[src/rtl/register_file.sv]
// rtl/register_file.sv - 32x32 MIPS general-purpose register file with $0 hard-wired to zero
module register_file #(
    parameter int          DATA_W  = 32,
    parameter int          ADDR_W  = 5,
    parameter bit          BYPASS  = 1'b1,
    parameter logic [31:0] SP_INIT = 32'h0000_0000
) (
    input  logic              clk,
    input  logic              resetN,
    input  logic              regWrite,
    input  logic [ADDR_W-1:0] writeReg,
    input  logic [DATA_W-1:0] writeData,
    input  logic [ADDR_W-1:0] readReg1,
    input  logic [ADDR_W-1:0] readReg2,
    output logic [DATA_W-1:0] readData1,
    output logic [DATA_W-1:0] readData2
);

    localparam int NREG  = 2 ** ADDR_W;
    localparam int SP_IX = 29;

    // $0 has no storage; only indices 1..NREG-1 are flops
    logic [DATA_W-1:0] regs [1:NREG-1];

    // A write only takes effect outside reset and never targets $0; the same
    // qualifier gates the bypass so reset cycles never forward write data.
    logic wr_active;
    assign wr_active = resetN && regWrite && (writeReg != '0);

    // Storage update: reset clears everything (except $sp) and wins over a write
    always_ff @(posedge clk) begin
        if (!resetN) begin
            for (int i = 1; i < NREG; i++) begin
                if (i == SP_IX)
                    regs[i] <= SP_INIT[DATA_W-1:0];
                else
                    regs[i] <= '0;
            end
        end else if (wr_active) begin
            regs[writeReg] <= writeData;
        end
    end

    // Read port 1: $0 reads zero, optional same-cycle forwarding of the write
    always_comb begin
        readData1 = '0;
        if (readReg1 != '0) begin
            if (BYPASS && wr_active && (writeReg == readReg1))
                readData1 = writeData;
            else
                readData1 = regs[readReg1];
        end
    end

    // Read port 2: identical to port 1, driven by readReg2
    always_comb begin
        readData2 = '0;
        if (readReg2 != '0) begin
            if (BYPASS && wr_active && (writeReg == readReg2))
                readData2 = writeData;
            else
                readData2 = regs[readReg2];
        end
    end

endmodule

[config.mk]
export PLATFORM = sky130hd
export DESIGN_NAME = register_file
export DESIGN_NICKNAME = d
export VERILOG_FILES = /design/src/rtl/register_file.sv
export SDC_FILE = /design/constraint.sdc
export NUM_CORES = 2
export LEC_CHECK = 0
export CAP_MARGIN = 20
export CORE_UTILIZATION = 25
export DETAILED_ROUTE_END_ITERATION = 10
export DONT_BUFFER_PORTS = 1
export GPL_ROUTABILITY_DRIVEN = 0
export GPL_TIMING_DRIVEN = 1
export HOLD_SLACK_MARGIN = 0.05
export SLEW_MARGIN = 0
export SYNTH_ARGS = -nofsm -noshare
export SYNTH_HDL_FRONTEND = slang
export SYNTH_SLANG_ARGS = --single-unit
[constraint.sdc]
create_clock -name clk -period 5.6 [get_ports clk]
set_input_delay 0.56 -clock clk [delete_from_list [all_inputs] [get_ports clk]]
set_output_delay 0.56 -clock clk [all_outputs]
set_load 0.01 [all_outputs]
Yosys cells after proc, flatten, opt, wreduce, memory -nomap -nowiden
Memories as Yosys holds them, arrays and structs flattened.
Cells that the tools add are included.
{ "op_classes": {"add_sub_neg": 0, "n_mul": 0, "div": 0, "order_cmp": 0, "eq_ne": 2, "shift": 0, "mux": 11, "bitwise_logic": 0, "reduce_logical": 8} }
{ "op_table": {"columns": ["cell", "n"], "rows": [
  ["32-bit 2-to-1 mux", 5],
  ["32-bit OR reduction", 1],
  ["5-bit nonzero test", 3],
  ["5-bit equality test", 2],
  ["1-bit 2-to-1 mux", 5],
  ["5-bit 2-to-1 mux", 1],
  ["1-bit logical AND", 4]
]} }
{ "totals": {"regBits": 0, "latchBits": 0, "ram_bits": 992, "romBits": 0, "input_bits": 50, "output_inout_bits": 64, "wordCells": 22, "n_memories": 1} }
{ "mem_list": {"columns": ["memory", "words", "word_bits", "rd", "rd_ports_with_merged_regs", "wr", "line_no", "text"], "rows": [
  ["regs", 31, 32, 2, 0, 31, "23", "logic [DATA_W-1:0] regs [1:NREG-1];"]
]} }

Logic depth before layout (Yosys ltp)
{ "depth": {"depth_word": 7, "ltp_mapped": 9} }

Least setup slack after synthesis
OpenSTA, ideal clock, no wires.
{ "synth_timing": {"path_kind": "input port to flip-flop", "from": "input port writeReg[3]", "to": "memory regs[20][0], enable pin", "setup_time_ps": 466, "arrival_time_ps": 3668, "required_time_ps": 5134, "setup_slack_ps": 1466, "path_stages": 6, "n_path_buf": 3, "cell_sequence": "buf_2 -> or3_1 -> buf_2 -> nand3b_1 -> buf_2 -> o21ai_0"} }
{ "synth_rtl": {"columns": ["item", "line_no", "text"], "rows": [
  ["start, declared", "11", "input logic [ADDR_W-1:0] writeReg,"],
  ["end, declared", "23", null]
]} }

Worst setup path in the final report
{ "layout_timing": {"from": "input port readReg2[0]", "to": "output port readData2[3]"} }
{ "layout_between": {"elab_chain_cells": 4} }
{ "layout_rtl": {"columns": ["item", "line_no", "text"], "rows": [
  ["start, declared", "14", "input logic [ADDR_W-1:0] readReg2,"],
  ["parallel branches: the longest is 3 deep, another holds memory 31 x 32 bit", null, null],
  ["32-bit 2-to-1 mux *", "58", "if (readReg2 != '0) begin"],
  ["end, declared", "16", "output logic [DATA_W-1:0] readData2"]
]} }
Every way passes the cells marked *.

==> results.rst <==
.. list-table::
   :header-rows: 1

   * - Metric
     - Value
   * - Boundary pin count
     - 114
   * - Number of enable flip-flop cells after synthesis
     - 1024
   * - Post-synth top area cell
     - edfxtp_1
   * - Clock tree from TritonCTS
     - done
   * - Number of slew-limit violations in the final report
     - 83
   * - Kind of end point of the critical path
     - output port
   * - Final-layout setup total negative slack
     - 0 ns
   * - Syn-to-layout area delta
     - 13.1%
   * - Buffers inserted during post-CTS setup optimization
     - 0
   * - Timing-limited maximum frequency
     - 225 MHz
   * - Total half-perimeter wirelength after legalization and detailed placement
     - 128 mm
   * - Initial standard-cell utilization of the core
     - 0.252
   * - Number of warnings printed during yosys synthesis
     - 0
   * - Share of synthesized area occupied by flip-flops and latches
     - 0.551
   * - Root buffer selected by CTS
     - clkbuf_16
   * - Full die area
     - 225000 µm²
   * - Tcrit/Tclk final
     - 0.795
   * - DR pass1 iterations
     - 8
   * - Cell Area, Synth
     - 55900 µm²
   * - Slack of the critical path
     - 1.15 ns
   * - Register bank with the most flops
     - regs
   * - Final worst path period need
     - 4.45 ns
   * - VDD IR-drop max
     - 0.000231 V
   * - Startpoint Class
     - primary input
   * - Global-route wire length before repair
     - 305 mm
   * - Area fraction of the dominant cell type after synthesis
     - 0.551
   * - Class of the worst hold path
     - in -> reg
   * - Regs by FF count
     - regs x1024
   * - CP arrival
     - 3.89 ns
   * - Max-Cap Viols
     - 0
   * - Total global routing overflow
     - 0
   * - Number of library cell types mapped by synthesis
     - 63
   * - Post_cts resized
     - 0
   * - Top area cells in the synthesized netlist
     - edfxtp_1 (55%), mux4_2 (12%), and2_1 (11%)
   * - Cell depth of the worst min-delay path
     - 1
   * - Detailed Route Iter0 Violations
     - 5359
   * - Max reg flops
     - 1024
   * - Footprint of the multi-input gates
     - 23900 µm²
   * - Start point of the worst hold path
     - writeData[18]
   * - Die X
     - 475 µm
   * - Layout cell share with drive strength beyond 1
     - 0.170
   * - Crit Path Class
     - in -> out
   * - Slew of the pin with the lowest slew margin
     - 1.69 ns
   * - Via count
     - 38050
   * - Cells along the critical path
     - mux4_2, nor2b_1, a2111oi_0, a21oi_1, a32o_1
   * - DRC violation count after routing
     - 0
   * - Number of antenna violations at the first check in global routing
     - 24
   * - Num rows
     - 173
   * - Inserted Clock Buffers
     - 97
   * - Total routing usage reported by global routing
     - 0.192
   * - Number of input and output port buffers inserted
     - 0
   * - Maximum number of pins on one net before global-route repair
     - 384
   * - Sink Count
     - 1024
   * - Fin nets
     - 3931
   * - Total wire length after detailed routing
     - 222 mm
   * - Setup repair after global routing missed its margin
     - no
   * - Power per cell area
     - 286 nW/µm²
   * - Fill count
     - 22305
   * - Finished Core Util
     - 0.284
   * - Delay contributed by the slowest stage of the critical path
     - 1.06 ns
   * - Violated checks
     - max-slew violations
   * - Required time worst endpoint
     - 5.04 ns
   * - Leakage Power
     - 21.5 nW
   * - Routed length per instance
     - 31.9 µm
   * - Placement-stage worst setup slack
     - 1.65 ns
   * - Via count of the first global-routing pass
     - 37332
   * - Count of final hold-check violations
     - 0
   * - H-Tree Level Count
     - 3
   * - Endpoint with the worst hold slack
     - regs[31][18]
   * - Clock-pin transition on the worst setup and hold timing paths
     - 0.06 ns
   * - Post-Synthesis Mean Instance Area
     - 13.9 µm²
   * - Number of synthesized register bits
     - 1024
   * - Maximum fanout along the worst path
     - 383
   * - Share of synthesized registers carrying an async set or reset
     - 0
   * - Area taken by flip-flops and latches
     - 30700 µm²
   * - Via density
     - 5.48
   * - Cell type of the slowest stage on the worst timing path
     - mux4_2
   * - Slew Limit Headroom
     - -0.127
   * - Final antenna-violating net count
     - 0
   * - Final setup fails
     - 0
   * - Outcome
     - finished with violations
   * - Cells after synthesis
     - 4011
   * - Worst-case clock buffer depth
     - 3
   * - Die height
     - 475 µm
   * - Area inside the core boundary
     - 222000 µm²
   * - Most used DFF post-synth
     - edfxtp_1
-- worst max-delay path: cells and delay by family --
| family | cells | cell delay, ns |
|---|---|---|
| simple gates | 1 | 0.22 |
| compound gates | 3 | 1.26 |
| mux | 1 | 1.06 |
-- synth_stat cells, drive strengths merged (4+ instances only) --
| library cell | instances |
|---|---|
| and2 | 994 |
| a211oi | 9 |
| a2111oi | 32 |
| nand2 | 29 |
| a32o | 32 |
| nor3 | 48 |
| a22oi | 32 |
| inv | 4 |
| or3b | 4 |
| o221ai | 31 |
| a21oi | 48 |
| nand3b | 6 |
| a221oi | 61 |
| nor2b | 34 |
| o22ai | 119 |
| a221o | 13 |
| mux2i | 460 |
| o22a | 7 |
| nand3 | 6 |
| buf | 129 |
| o311a | 12 |
| nor2 | 86 |
| clkbuf | 298 |
| o21ai | 84 |
| edfxtp | 1024 |
| xnor2 | 10 |
| a211o | 5 |
| nor4 | 6 |
| mux4 | 302 |
| a22o | 11 |
| o21bai | 32 |
| or2 | 7 |
-- placed cells by master (no fill, tap or decap), types with 14 or more instances in the layout --
master	netlist	final
a22oi_1	32	32
o221ai_1	31	31
o21ai_0	68	37
o21ai_4	0	31
nand2_1	28	27
a221oi_1	60	60
mux2i_1	460	460
o21bai_1	32	32
clkinv_1	0	17
dlygate4sd3_1	0	55
and2_1	994	994
clkbuf_1	298	17
a2111oi_2	25	25
o22ai_1	119	119
nor2_4	0	33
nor2b_1	34	32
edfxtp_1	1024	1024
nor3_1	48	47
clkbuf_16	0	103
o21ai_1	14	14
buf_4	24	91
mux4_2	302	302
nor2_1	85	52
a21oi_1	48	48
a32o_1	32	32
clkinv_2	0	24
conb_1	1	32
-- per-layer routing --
metal | up-vias | GRT usage | wire length (µm)
met5 | - | 0 | 22
met4 | 4 | 0.145 | 19000
met3 | 705 | 0.0352 | 21000
met2 | 2675 | 0.316 | 105000
met1 | 19555 | 0.222 | 76700
li1 | 15111 | - | -
-- how the worst max path moves through the flow --
stage | from | endpoint | slack [ns] | cells past startpoint
after floorplan | writeReg[3] | regs[20][0] | 1.47 | 6
after global routing | readReg1[0] | readData1[26] | 1.62 | 5
after global placement | writeReg[2] | readData2[4] | 1.42 | 7
after CTS | readReg1[0] | readData1[26] | 1.62 | 5
final | readReg2[0] | readData2[3] | 1.15 | 5
after detailed placement | readReg1[0] | readData1[26] | 1.65 | 5
-- repair_timing --
action                     4_1_cts  5_1_grt
hold endpoints to repair       862        0
setup endpoints to repair        0        0
hold buffers                    59        0
-- area by class of cell --
class                   instances  area share
multi-input cells            2587       0.378
inverters                       4    0.000238
diodes                         13    0.000515
repair buffers                167      0.0267
flip-flops and latches       1024       0.487
well taps                    2975      0.0589
clock buffers                 118      0.0410
clock inverters                57     0.00834
-- power by group --
group / total, mW / switching [mW] / internal (mW)
Sequential: 9.08 / 0.223 / 8.85
Combinational: 2.19 / 1.31 / 0.876
Clock: 6.79 / 3.08 / 3.71
Total: 18.1 / 4.62 / 13.4
-- metrics by stage --
step | total power, mW | hold WS (ns) | cells | cell area [µm²]
floorplan | 10.6 | 0.659 | 4042 | 56000
global placement | 11.1 | 0.662 | 6686 | 59100
detailed placement | 11.2 | 0.662 | 6688 | 59200
CTS | 18.0 | 0.0501 | 6922 | 62900
global route | 18.4 | 0.0751 | 6938 | 63200
finish | 18.1 | 0.0758 | 6945 | 63200
-- cell families (layout without fill, tap and decap cells) --
kind of cell           Yosys count  after routing  synth area share
AO/OA/AOI/OAI                  546            546            0.0742
XOR/XNOR                        10             10           0.00157
buffers and inverters          431            346            0.0363
flip-flops                    1024           1024             0.551
multiplexers                   762            762             0.204
other                            1             45         0.0000671
AND/OR/NAND/NOR               1237           1237             0.133
(Power assumes the default switching activity.)
